[src/rtl/trace_arbiter_mux_if.sv]
// Output handshake bundle of the trace arbiter.
// Carries the tagged trace word towards the trace buffer.
interface trace_arbiter_mux_if #(
  parameter int DATAw  = 32,
  parameter int CH_NUM = 5
);
  localparam int CHw  = $clog2(CH_NUM);
  localparam int OUTw = 1 + CHw + DATAw;

  logic [OUTw-1:0] dout;
  logic            dout_valid;
  logic            dout_ready;

  modport master (
    output dout,
    output dout_valid,
    input  dout_ready
  );

  modport slave (
    input  dout,
    input  dout_valid,
    output dout_ready
  );
endinterface

[src/rtl/trace_arbiter_mux.sv]
// Per-channel trace FIFOs merged round-robin into one tagged stream.
// Drops are counted per channel and reported as in-band marker words.
module trace_arbiter_mux #(
  parameter int DATAw      = 32,
  parameter int CH_NUM     = 5,
  parameter int FIFO_DEPTH = 4,
  parameter int CNTw       = 8
) (
  input  logic                    clk,
  input  logic                    reset,
  input  logic [CH_NUM*DATAw-1:0] din_all,
  input  logic [CH_NUM-1:0]       wr_all,
  input  logic [CH_NUM-1:0]       ip_select,
  input  logic                    flush,
  trace_arbiter_mux_if.master     trc,
  output logic [CH_NUM-1:0]       overflow,
  output logic                    busy
);
  localparam int CHw  = $clog2(CH_NUM);
  localparam int AW   = $clog2(FIFO_DEPTH);
  localparam int OUTw = 1 + CHw + DATAw;

  localparam logic [CHw-1:0]  LAST = CHw'(CH_NUM - 1);
  localparam logic [AW:0]     FULL = (AW + 1)'(FIFO_DEPTH);
  localparam logic [CNTw-1:0] CMAX = '1;

  logic [DATAw-1:0] mem      [CH_NUM][FIFO_DEPTH];
  logic [AW-1:0]    wptr     [CH_NUM];
  logic [AW-1:0]    rptr     [CH_NUM];
  logic [AW:0]      cnt      [CH_NUM];
  logic [CNTw-1:0]  drop_cnt [CH_NUM];

  logic [CHw-1:0]  rr_ptr;
  logic [OUTw-1:0] dout_q;
  logic            dout_valid_q;

  logic              load;
  logic              gnt_vld;
  logic              gnt_hi;
  logic [CHw-1:0]    gnt;
  logic [OUTw-1:0]   gnt_word;
  logic [CH_NUM-1:0] pending;
  logic [CH_NUM-1:0] cap;
  logic [CH_NUM-1:0] pop;
  logic [CH_NUM-1:0] push;
  logic [CH_NUM-1:0] drop;
  logic [CH_NUM-1:0] mark;

  assign load = !dout_valid_q || trc.dout_ready;

  // Pending channels: queued data or an unreported drop count.
  always_comb begin
    pending = '0;
    for (int i = 0; i < CH_NUM; i++)
      pending[i] = (cnt[i] != '0) || (drop_cnt[i] != '0);
  end

  // Round-robin: lowest pending above rr_ptr, else lowest pending.
  always_comb begin
    gnt_vld = 1'b0;
    gnt_hi  = 1'b0;
    gnt     = '0;
    for (int i = CH_NUM - 1; i >= 0; i--) begin
      if (pending[i]) begin
        gnt_vld = 1'b1;
        gnt     = CHw'(i);
      end
    end
    for (int i = CH_NUM - 1; i >= 0; i--) begin
      if (pending[i] && (CHw'(i) > rr_ptr)) begin
        gnt_hi = 1'b1;
        gnt    = CHw'(i);
      end
    end
  end

  // Per-channel push/pop/drop decisions and granted word mux.
  always_comb begin
    cap      = '0;
    pop      = '0;
    push     = '0;
    drop     = '0;
    mark     = '0;
    gnt_word = '0;
    for (int i = 0; i < CH_NUM; i++) begin
      cap[i]  = wr_all[i] & ip_select[i];
      mark[i] = load && gnt_vld && (gnt == CHw'(i))
                && (drop_cnt[i] != '0);
      pop[i]  = load && gnt_vld && (gnt == CHw'(i))
                && (drop_cnt[i] == '0);
      push[i] = cap[i] && ((cnt[i] != FULL) || pop[i]);
      drop[i] = cap[i] && !push[i];
      if (gnt == CHw'(i)) begin
        if (drop_cnt[i] != '0)
          gnt_word = {1'b1, CHw'(i), DATAw'(drop_cnt[i])};
        else
          gnt_word = {1'b0, CHw'(i), mem[i][rptr[i]]};
      end
    end
  end

  // FIFO storage; contents need no reset since cnt gates reads.
  always_ff @(posedge clk) begin
    for (int i = 0; i < CH_NUM; i++)
      if (push[i] && !flush)
        mem[i][wptr[i]] <= din_all[i*DATAw +: DATAw];
  end

  // FIFO pointers, occupancy, drop counters and sticky overflow.
  always_ff @(posedge clk or negedge reset) begin
    if (!reset) begin
      overflow <= '0;
      for (int i = 0; i < CH_NUM; i++) begin
        wptr[i]     <= '0;
        rptr[i]     <= '0;
        cnt[i]      <= '0;
        drop_cnt[i] <= '0;
      end
    end else if (flush) begin
      overflow <= '0;
      for (int i = 0; i < CH_NUM; i++) begin
        wptr[i]     <= '0;
        rptr[i]     <= '0;
        cnt[i]      <= '0;
        drop_cnt[i] <= '0;
      end
    end else begin
      for (int i = 0; i < CH_NUM; i++) begin
        if (push[i])
          wptr[i] <= wptr[i] + 1'b1;
        if (pop[i])
          rptr[i] <= rptr[i] + 1'b1;
        if (push[i] && !pop[i])
          cnt[i] <= cnt[i] + 1'b1;
        else if (pop[i] && !push[i])
          cnt[i] <= cnt[i] - 1'b1;
        if (mark[i])
          drop_cnt[i] <= drop[i] ? CNTw'(1) : '0;
        else if (drop[i] && (drop_cnt[i] != CMAX))
          drop_cnt[i] <= drop_cnt[i] + 1'b1;
        if (drop[i])
          overflow[i] <= 1'b1;
      end
    end
  end

  // Output register and round-robin pointer.
  always_ff @(posedge clk or negedge reset) begin
    if (!reset) begin
      dout_q       <= '0;
      dout_valid_q <= 1'b0;
      rr_ptr       <= LAST;
    end else if (flush) begin
      dout_valid_q <= 1'b0;
      rr_ptr       <= LAST;
    end else if (load) begin
      dout_valid_q <= gnt_vld;
      if (gnt_vld) begin
        dout_q <= gnt_word;
        rr_ptr <= gnt;
      end
    end
  end

  assign trc.dout       = dout_q;
  assign trc.dout_valid = dout_valid_q;
  assign busy           = dout_valid_q || (|pending);

endmodule

[src/flat_wrapper.sv]
// flat-port wrapper written by rule: the top's interface ports become plain ports
module trace_arbiter_mux_flat 
#(
  parameter int DATAw      = 32,
  parameter int CH_NUM     = 5,
  parameter int FIFO_DEPTH = 4,
  parameter int CNTw       = 8
)
  (clk, reset, din_all, wr_all, ip_select, flush, overflow, busy, trc_dout, trc_dout_valid, trc_dout_ready);
  trace_arbiter_mux_if #(.DATAw(DATAw), .CH_NUM(CH_NUM)) trc_i ();
  input  logic clk;
  input  logic reset;
  input  logic [CH_NUM*DATAw-1:0] din_all;
  input  logic [CH_NUM-1:0] wr_all;
  input  logic [CH_NUM-1:0] ip_select;
  input  logic flush;
  output logic [CH_NUM-1:0] overflow;
  output logic busy;
  output wire logic [$bits(trc_i.dout)-1:0] trc_dout;
  output wire logic [$bits(trc_i.dout_valid)-1:0] trc_dout_valid;
  input wire logic [$bits(trc_i.dout_ready)-1:0] trc_dout_ready;
  assign trc_dout = trc_i.dout;
  assign trc_dout_valid = trc_i.dout_valid;
  assign trc_i.dout_ready = trc_dout_ready;
  trace_arbiter_mux #(.DATAw(DATAw), .CH_NUM(CH_NUM), .FIFO_DEPTH(FIFO_DEPTH), .CNTw(CNTw)) u_core (.clk(clk), .reset(reset), .din_all(din_all), .wr_all(wr_all), .ip_select(ip_select), .flush(flush), .trc(trc_i), .overflow(overflow), .busy(busy));
endmodule
[config.mk]
export PLATFORM = sky130hd
export DESIGN_NAME = trace_arbiter_mux_flat
export DESIGN_NICKNAME = d
export VERILOG_FILES = /design/src/rtl/trace_arbiter_mux_if.sv /design/src/rtl/trace_arbiter_mux.sv /design/src/flat_wrapper.sv
export SDC_FILE = /design/constraint.sdc
export NUM_CORES = 1
export LEC_CHECK = 0
export ABC_CLOCK_PERIOD_IN_PS = 4800
export CAP_MARGIN = 20
export CELL_PAD_IN_SITES_DETAIL_PLACEMENT = 0
export CELL_PAD_IN_SITES_GLOBAL_PLACEMENT = 1
export CORE_MARGIN = 4
export CORE_UTILIZATION = 38
export CTS_CLUSTER_DIAMETER = 120
export DETAILED_ROUTE_END_ITERATION = 7
export PLACE_DENSITY_LB_ADDON = 0.1
export RECOVER_POWER = 50
export SYNTH_ARGS = -nofsm -noshare
export SYNTH_HDL_FRONTEND = slang
export SYNTH_SLANG_ARGS = --single-unit
[constraint.sdc]
create_clock -name clk -period 4.8 [get_ports clk]
set_input_delay 0.72 -clock clk [delete_from_list [all_inputs] [get_ports clk]]
set_output_delay 0.72 -clock clk [all_outputs]
set_load 0.03 [all_outputs]
==> impl_metrics.yaml, run 1 <==
clock_network:
  cts_buffers: 84
  cts-root-buf: "clkbuf_16"
  cts_tree: "built"
  cts_hold_buf: 0
  insertion_delay_ns: 0.63
  clock_sinks: 760
  cts_setup_buffers: 0
  ctsResizeCount: 0
  cts.clk_slew.worst_paths_ns: 0.06
  clockBufferDepth: 3
  h-tree-depth: 3
floorplan:
  dieWidth_um: 293
  initial_core_util_pct: 38.3
  rows: 104
  ios: 217
  die_y_um: 293
  die-area_um2: 85900
  coreArea_um2: 80500
pwr:
  p_leak_nw: 12.6
  p_switching_mw: 7.26
  swShare_pct: 34.3
  ir_drop_uv: 307
  power.density_nw_per_um2: 563
  clkPwrFrac_pct: 30.8
  p_comb_share_pct: 31.3
  total_power_mw: 21.2
  intPower_mw: 13.9
  seqPwrFrac_pct: 37.9
routing:
  wl_per_cell_um: 25.1
  drtAntennaViolNets: 0
  vias_per_cell: 5.39
  drt_iter0_drc: 1278
  route.vias.total: 17100
  drc: 0
  drt_wl_total_um: 79600
  dr.pass1.iters: 5
cells_and_area:
  final_cell_mix: "640 x edfxtp_1, 180 x dlygate4sd3_1, 160 x mux4_2"
  layout.nets: 2247
  num-fill-cells: 6808
  area_delta_synth_final_pct: 21.6
  regArea_um2: 22200
  fin_util_pct: 46.6
  layout_commonest_cell: "edfxtp_1"
  multiInputGateArea_um2: 8200
  fin_cells: 3172
  drive_above_1_share_pct: 17.9
global_routing:
  grt_max_degree: 61
  antenna_found_initial: 12
  grt_remaining_overflow: 0
  grt_pass1_wl_um: 117000
  grt_pass1_vias: 17600
  grt_use_total_pct: 18.4
sta:
  setup_violations: 0
  tns_ns: 0
  fmax_mhz: 221
  rsz0062_at_grt: "false"
  final_hold_viol_count: 0
  fin_skew_ns: 0.0263
  worst_pin_slew_ns: 3.45
  drv_slew: 61
  period_minus_slack_ns: 4.53
  period_share_pct: 94.4
  slew_headroom_pct: -130
  setup_ws_ns: 0.269
yosys:
  synth-main-ff-cell: "edfxtp_1"
  syn-num-nets: 1972
  synth_edf_count: 640
  synthArstFlopShare_pct: 15.8
  netlist_area_um2: 30900
  seq_area_frac_synth_pct: 72.0
  yosys_warnings: 0
  avgSynthCellArea_um2: 17.5
  synth_cell_types: 70
  synth-seq-cells: 760
  synth_cells: 1763
critical_path:
  r2r-start: "u_core.drop_cnt[34]"
  startpoint_type: "register"
  ff2ff_setup_slack_ns: 0.73
  worst_setup_path_end_kind: "output port"
  reg2reg_to: "u_core.mem[0][510]"
  worst-path-max-fanout: 6
  crit_arrival_ns: 3.81
  r2r_cells: 9
  worstSetupPathType: "register to output port"
  cp.required_ns: 4.08
placement:
  dp.final_hpwl_um: 54400
  gp_congestion: 0.831
  port_buffers: 216
  dp_slack_ns: 0.772
  dp.cells: 3012
hold_path:
  hold_class: "register to register"
  holdPathEnd: "u_core.trc.dout[32]"
  min_from: "u_core.trc.dout[32]"
  hold_depth: 2
status:
  outcome: "finished with violations"
  violations: "max-capacitance violations, max-slew violations"
flow_run:
  cap_violations: 1
[power groups by stage]
stage | clock (mW) | sequential (mW) | combinational [mW]
after floorplan | 0 | 8.17 | 3.95
after global placement | 0 | 8.17 | 6.75
after detailed placement | 0 | 8.17 | 6.76
after CTS | 6.71 | 8.04 | 6.79
after global routing | 6.99 | 8.09 | 7.13
final | 6.51 | 8.02 | 6.63
[kinds of logic after synthesis]
kind of cell / after synthesis / synth area share [%]
compound gates: 227 / 5.16
flops: 760 / 72.0
buf+inv: 125 / 1.57
xor+xnor: 50 / 1.42
simple gates: 391 / 6.17
fa+ha+maj: 35 / 1.54
mux: 175 / 12.2
[worst max path at each step]
stage                                    from                  to  cells past startpoint
final                      u_core.drop_cnt[8]                busy                      7
after global routing       u_core.drop_cnt[8]                busy                      7
after CTS                  u_core.drop_cnt[8]                busy                      7
after detailed placement  u_core.drop_cnt[29]       u_core.cnt[5]                     11
after global placement    u_core.drop_cnt[28]       u_core.cnt[5]                     11
after floorplan           u_core.drop_cnt[12]  u_core.mem[0][512]                     10
[synthesized netlist by cell type (30+ instances only)]
cell | number | area share, %
dfrtp_1 | 119 | 9.6
mux4_2 | 160 | 12
inv_1 | 37 | 0.45
a21oi_1 | 64 | 1.0
nand3_1 | 68 | 1.1
ha_1 | 30 | 1.2
nand2_1 | 55 | 0.67
clkbuf_1 | 68 | 0.83
xnor2_1 | 34 | 0.96
edfxtp_1 | 640 | 62
nor2_1 | 136 | 1.7
[area by class of cell]
class	instances	share of cell area [%]
tap	1060	3.53
inverter	37	0.370
clock buffer	101	5.93
multi-input combinational	878	21.8
clock inverter	57	1.62
antenna	2	0.0133
timing repair buffer	277	7.47
sequential	760	59.2
[flip-flops by register name (all words and copies together) (netlist names)]
name                   cells
u_core.cnt                15
u_core.drop_cnt           40
u_core.mem               640
u_core.overflow            5
u_core.rptr               10
u_core.rr_ptr              3
u_core.trc.dout           36
u_core.trc.dout_valid      1
u_core.wptr               10
[metal layers]
layer	GRT usage, %	part of all wire (%)	up-vias
li1	-	-	7623
met3	2.86	4.7	107
met2	31.9	52	448
met1	24.4	42	8907
met4	4.50	1.9	0
met5	0	0	-
[through the flow]
step	hold slack, ns	instance area [um^2]
2_1_floorplan	0.424	30900
3_3_place_gp	0.464	34700
5_1_grt	0.507	37500
3_5_place_dp	0.474	34700
4_1_cts	0.0766	37500
6_report	0.470	37500
[critical path: stages (launching register included)]
cell             delay (ns)
dfrtp_1                0.41
inv_1                  0.12
ha_1                   0.14
or3b_1                 0.44
or3_1                  0.48
or4_4                  0.61
or3_1                  0.38
clkdlybuf4s50_1        0.61
No activity file was read; power rests on OpenSTA's default activity.
==> run 2, diff against run 1 <==
Settings changed: CTS_CLUSTER_DIAMETER 120 to 40, CTS_CLUSTER_SIZE set to 24.
==> run 2 against run 1 <==
Compared with the run above:
- critical endpoint unchanged
- highest routed layer is now met5
- via count up 0.68%
- power increased by 9.0%
- final area is 3.0% higher
- non-clock buffer count grew 1
- clock skew is 0.028 ns higher
- utilization grew 1.4 points
- the run still ends with max-capacitance violations, max-slew violations left
- critical path depth unchanged
==> impl_metrics.yaml, run 2 (synthesized netlist as in run 1, its figures left out) <==
critical_path:
  crit_arrival_ns: 3.85
  worst-path-max-fanout: 6
  worstSetupPathType: "register to output port"
  r2r-start: "u_core.drop_cnt[5]"
  setup.worst_path.start: "u_core.drop_cnt[8]"
  worst_setup_path_end_kind: "output port"
  startpoint_type: "register"
  cp.required_ns: 4.08
routing:
  route.vias.total: 17200
  drt_iter0_drc: 1140
  dr.pass1.iters: 5
  drt_wl_total_um: 80000
  drtAntennaViolNets: 0
  dr_wl_met3_um: 3920
  wl_per_cell_um: 24.8
  drc: 0
  vias_per_cell: 5.34
  wl_met2_um: 40900
  met1Wirelength_um: 33400
  highest_layer: "met5"
placement:
  dp_slack_ns: 0.772
  dp.final_hpwl_um: 54400
  dp.cells: 3012
  gp_congestion: 0.831
  port_buffers: 216
hold_path:
  hold_class: "register to register"
  min_from: "u_core.trc.dout[32]"
sta:
  rsz0062_at_grt: "false"
  setup_ws_ns: 0.233
  setup_violations: 0
  drv_slew: 61
  fin_skew_ns: 0.0542
  final_hold_viol_count: 0
  slew_headroom_pct: -131
  worst_pin_slew_ns: 3.47
  tns_ns: 0
  period_minus_slack_ns: 4.57
  fmax_mhz: 219
  period_share_pct: 95.1
clock_network:
  h-tree-depth: 3
  cts_hold_buf: 0
  ctsResizeCount: 0
  cts_buffers: 112
  clockBufferDepth: 3
  cts.clk_slew.worst_paths_ns: 0.05
  clock_sinks: 760
  cts_setup_buffers: 0
  cts_tree: "built"
  insertion_delay_ns: 0.67
  cts-root-buf: "clkbuf_16"
cells_and_area:
  fin_util_pct: 48.0
  num-fill-cells: 6731
  drive_above_1_share_pct: 20.6
  layout.nets: 2276
  largest_reg_flops: 640
  layout_commonest_cell: "edfxtp_1"
  multiInputGateArea_um2: 8200
  area_delta_synth_final_pct: 25.3
  regArea_um2: 22200
  final_cell_mix: "640 x edfxtp_1, 180 x dlygate4sd3_1, 160 x mux4_2"
  fin_cells: 3223
pwr:
  power.density_nw_per_um2: 596
  p_leak_nw: 13.1
  ir_drop_uv: 319
floorplan:
  die_y_um: 293
  coreArea_um2: 80500
  initial_core_util_pct: 38.3
  dieWidth_um: 293
  ios: 217
  die-area_um2: 85900
  rows: 104
status:
  violations: "max-capacitance violations, max-slew violations"
  outcome: "finished with violations"
global_routing:
  grt_pass1_wl_um: 117000
  grt_use_total_pct: 18.5
  antenna_found_initial: 13
  grt_max_degree: 61
  grt_pass1_vias: 17800
  grt_remaining_overflow: 0
flow_run:
  cap_violations: 1
==> run 2: path summary, 6_finish.rpt <==
check	endpoint	slack, ns	depth (start not counted)
setup / recovery	busy	0.23	7
hold / removal	u_core.trc.dout[32]	0.47	2
setup reg to reg	u_core.mem[0][225]	0.72	8
hold reg to reg	u_core.trc.dout[32]	0.47	2
max in group asynchronous	u_core.rptr[2]	1.10	2
min in group asynchronous	u_core.rptr[1]	1.24	1
==> run 2: area by class of cell <==
type,count,area share [%]
clock inverter,86,2.76
timing repair buffer,278,7.32
antenna,1,0.00647
tap,1060,3.43
inverter,37,0.359
clock buffer,123,7.46
sequential,760,57.5
multi-input combinational,878,21.2
==> run 2: report_power, final <==
part           internal [mW]  switching, mW  leakage [nW]
combinational           2.44           4.20          3.88
sequential              7.58          0.433          7.35
clock                   5.28           3.12          1.91
==> run 2: per-layer routing <==
layer / global-route usage, % / vias up
met4: 5.12 / 2
met1: 24.4 / 8853
met5: 0 / -
li1: - / 7724
met3: 3.06 / 141
met2: 31.8 / 481
==> run 2: stage by stage <==
step | total power, mW | hold slack, ns | cell area, um^2
6_report | 23.1 | 0.468 | 38700
5_1_grt | 24.1 | 0.504 | 38700
4_1_cts | 23.4 | 0.0352 | 38700
3_5_place_dp | 14.9 | 0.474 | 34700
3_3_place_gp | 14.9 | 0.464 | 34700
2_1_floorplan | 12.1 | 0.424 | 30900
==> run 2: critical path, cell delays in order, from the launching register on <==
cell and delay (ns):
dfrtp_1 0.41, inv_1 0.12, ha_1 0.14, or3b_1 0.44
or3_1 0.48, or4_4 0.61, or3_1 0.38, clkdlybuf4s50_1 0.61
==> run 3, diff against run 2 <==
Settings changed: ABC_CLOCK_PERIOD_IN_PS 4800 to 3900, SLEW_MARGIN set to 0.
Clock period 4.8 ns to 3.9 ns, I/O delays scaled along.
==> run 3 against run 2 <==
Compared with the run above:
- clock power rose by 29%
- flip-flop and latch count did not move
- sequential power rose by 22%
- die area did not move
- clock skew fell by 0.022 ns
- the flow still finishes with violations (max-capacitance violations, max-slew violations)
- highest routed layer unchanged
- final cell count rose by 2.1%
- global-route usage rose by 0.40 points
- critical path depth rose by 2
==> impl_metrics.yaml, run 3 (synthesized netlist as in run 1, its figures left out) <==
sta:
  fin_skew_ns: 0.0325
  slew_headroom_pct: -20.6
  period_share_pct: 96.6
  rsz0062_at_grt: "true"
  period_minus_slack_ns: 3.77
  setup_violations: 0
  fmax_mhz: 266
  drv_slew: 66
  final_hold_viol_count: 0
  tns_ns: 0
  worst_pin_slew_ns: 1.81
routing:
  vias_per_cell: 5.27
  route.vias.total: 17400
  met1Wirelength_um: 33500
  drtAntennaViolNets: 0
  wl_per_cell_um: 24.6
  drt_iter0_drc: 1321
  highest_layer: "met5"
  dr_wl_met3_um: 4220
  drc: 0
  drt_wl_total_um: 80900
  wl_met2_um: 41200
  dr.pass1.iters: 5
global_routing:
  grt_pass1_vias: 18200
  grt_remaining_overflow: 0
  grt_use_total_pct: 18.9
  antenna_found_initial: 14
  grt_max_degree: 66
  grt_pass1_wl_um: 120000
flow_run:
  cap_violations: 1
floorplan:
  initial_core_util_pct: 38.3
  die_y_um: 293
  ios: 217
  dieWidth_um: 293
  rows: 104
  coreArea_um2: 80500
  die-area_um2: 85900
critical_path:
  reg2reg_to: "u_core.mem[0][236]"
  cp_top_family: "simple AND/OR/NAND/NOR gates"
  startpoint_type: "register"
  crit_arrival_ns: 4.12
  slowest_delay_ns: 0.62
  crit_slowest_cell: "or4_1"
  cp.required_ns: 4.25
  path_cells: "nor4_1 -> nand4_1 -> or2_2 -> o211a_1 -> or4_1 -> a21oi_1 -> buf_4 -> and3_2 -> buf_12"
  setup.worst_path.start: "u_core.drop_cnt[39]"
  worstSetupPathType: "register to register"
  worst_setup_path_end_kind: "register"
  r2r-start: "u_core.drop_cnt[39]"
  r2r_cells: 9
  worst-path-max-fanout: 32
  critPathBufInv: 2
  crit_cells: 9
  ff2ff_setup_slack_ns: 0.13
  critPathCapture: "u_core.mem[0][236]"
cells_and_area:
  largest_reg_flops: 640
  final_cell_mix: "640 x edfxtp_1, 167 x dlygate4sd3_1, 160 x mux4_2"
  area_delta_synth_final_pct: 27.8
  drive_above_1_share_pct: 23.7
  layout.nets: 2330
  layout_commonest_cell: "edfxtp_1"
  fin_cells: 3290
hold_path:
  hold_class: "primary input to register"
  hold_depth: 4
pwr:
  power.density_nw_per_um2: 751
  p_leak_nw: 13.5
  ir_drop_uv: 496
  total_power_mw: 29.7
clock_network:
  cts.clk_slew.worst_paths_ns: 0.05
  cts-root-buf: "clkbuf_16"
  h-tree-depth: 3
  insertion_delay_ns: 0.68
  cts_tree: "built"
  clockBufferDepth: 3
  cts_buffers: 119
  clock_sinks: 760
placement:
  gp_congestion: 0.815
  dp.cells: 3057
  dp.final_hpwl_um: 54800
  port_buffers: 216
status:
  outcome: "finished with violations"
  violations: "max-capacitance violations, max-slew violations"
-- run 3: where the power goes --
group,switching (mW),internal (mW)
clock network,4.08,6.75
registers,0.477,9.33
logic,5.48,3.53
-- run 3: layout make-up --
class,count,area [um^2]
Timing Repair Buffer,325,3330
Clock buffer,131,3100
Sequential cell,760,22200
Inverter,37,139
Antenna cell,5,12.5
Fill cell,6721,41100
Clock inverter,94,1090
Multi-Input combinational cell,878,8240
Tap cell,1060,1330
-- run 3: how the worst min path moves through the flow --
stage,from,end
floorplan,reset,u_core.cnt[0]
global placement,u_core.trc.dout[34],u_core.trc.dout[34]
detailed placement,u_core.trc.dout[34],u_core.trc.dout[34]
CTS,flush,u_core.rr_ptr[2]
global route,flush,u_core.rr_ptr[2]
finish,flush,u_core.rr_ptr[2]
-- run 3: per-layer routing --
metal	GRT usage [%]	vias up
met4	4.79	2
li1	-	7848
met2	32.4	474
met3	3.82	139
met5	0	-
met1	24.8	8888
-- run 3: metrics by stage --
stage                     hold slack, ns  util [%]  area [um^2]  worst slack [ns]
final                              0.428      49.0        39500             0.135
after global routing               0.398      49.0        39500          -0.00664
after CTS                          0.390      49.0        39500          0.000649
after detailed placement           0.474      43.7        35200            0.0925
after global placement             0.464      43.7        35200             0.181
after floorplan                    0.289         -        30900           0.00450
-- run 3: tightest hold or removal path: cells and delay by family --
kind	cells	cell delay, ns
compound gates	1	0.12
buf+inv	3	0.35
-- run 3: timing repair --
item                       CTS  global route
buffers inserted             2             0
gates resized for setup      9             5
pin swaps                    1             1
hold buffers                 1             0
setup endpoints to repair    1            18
hold endpoints to repair    62             0
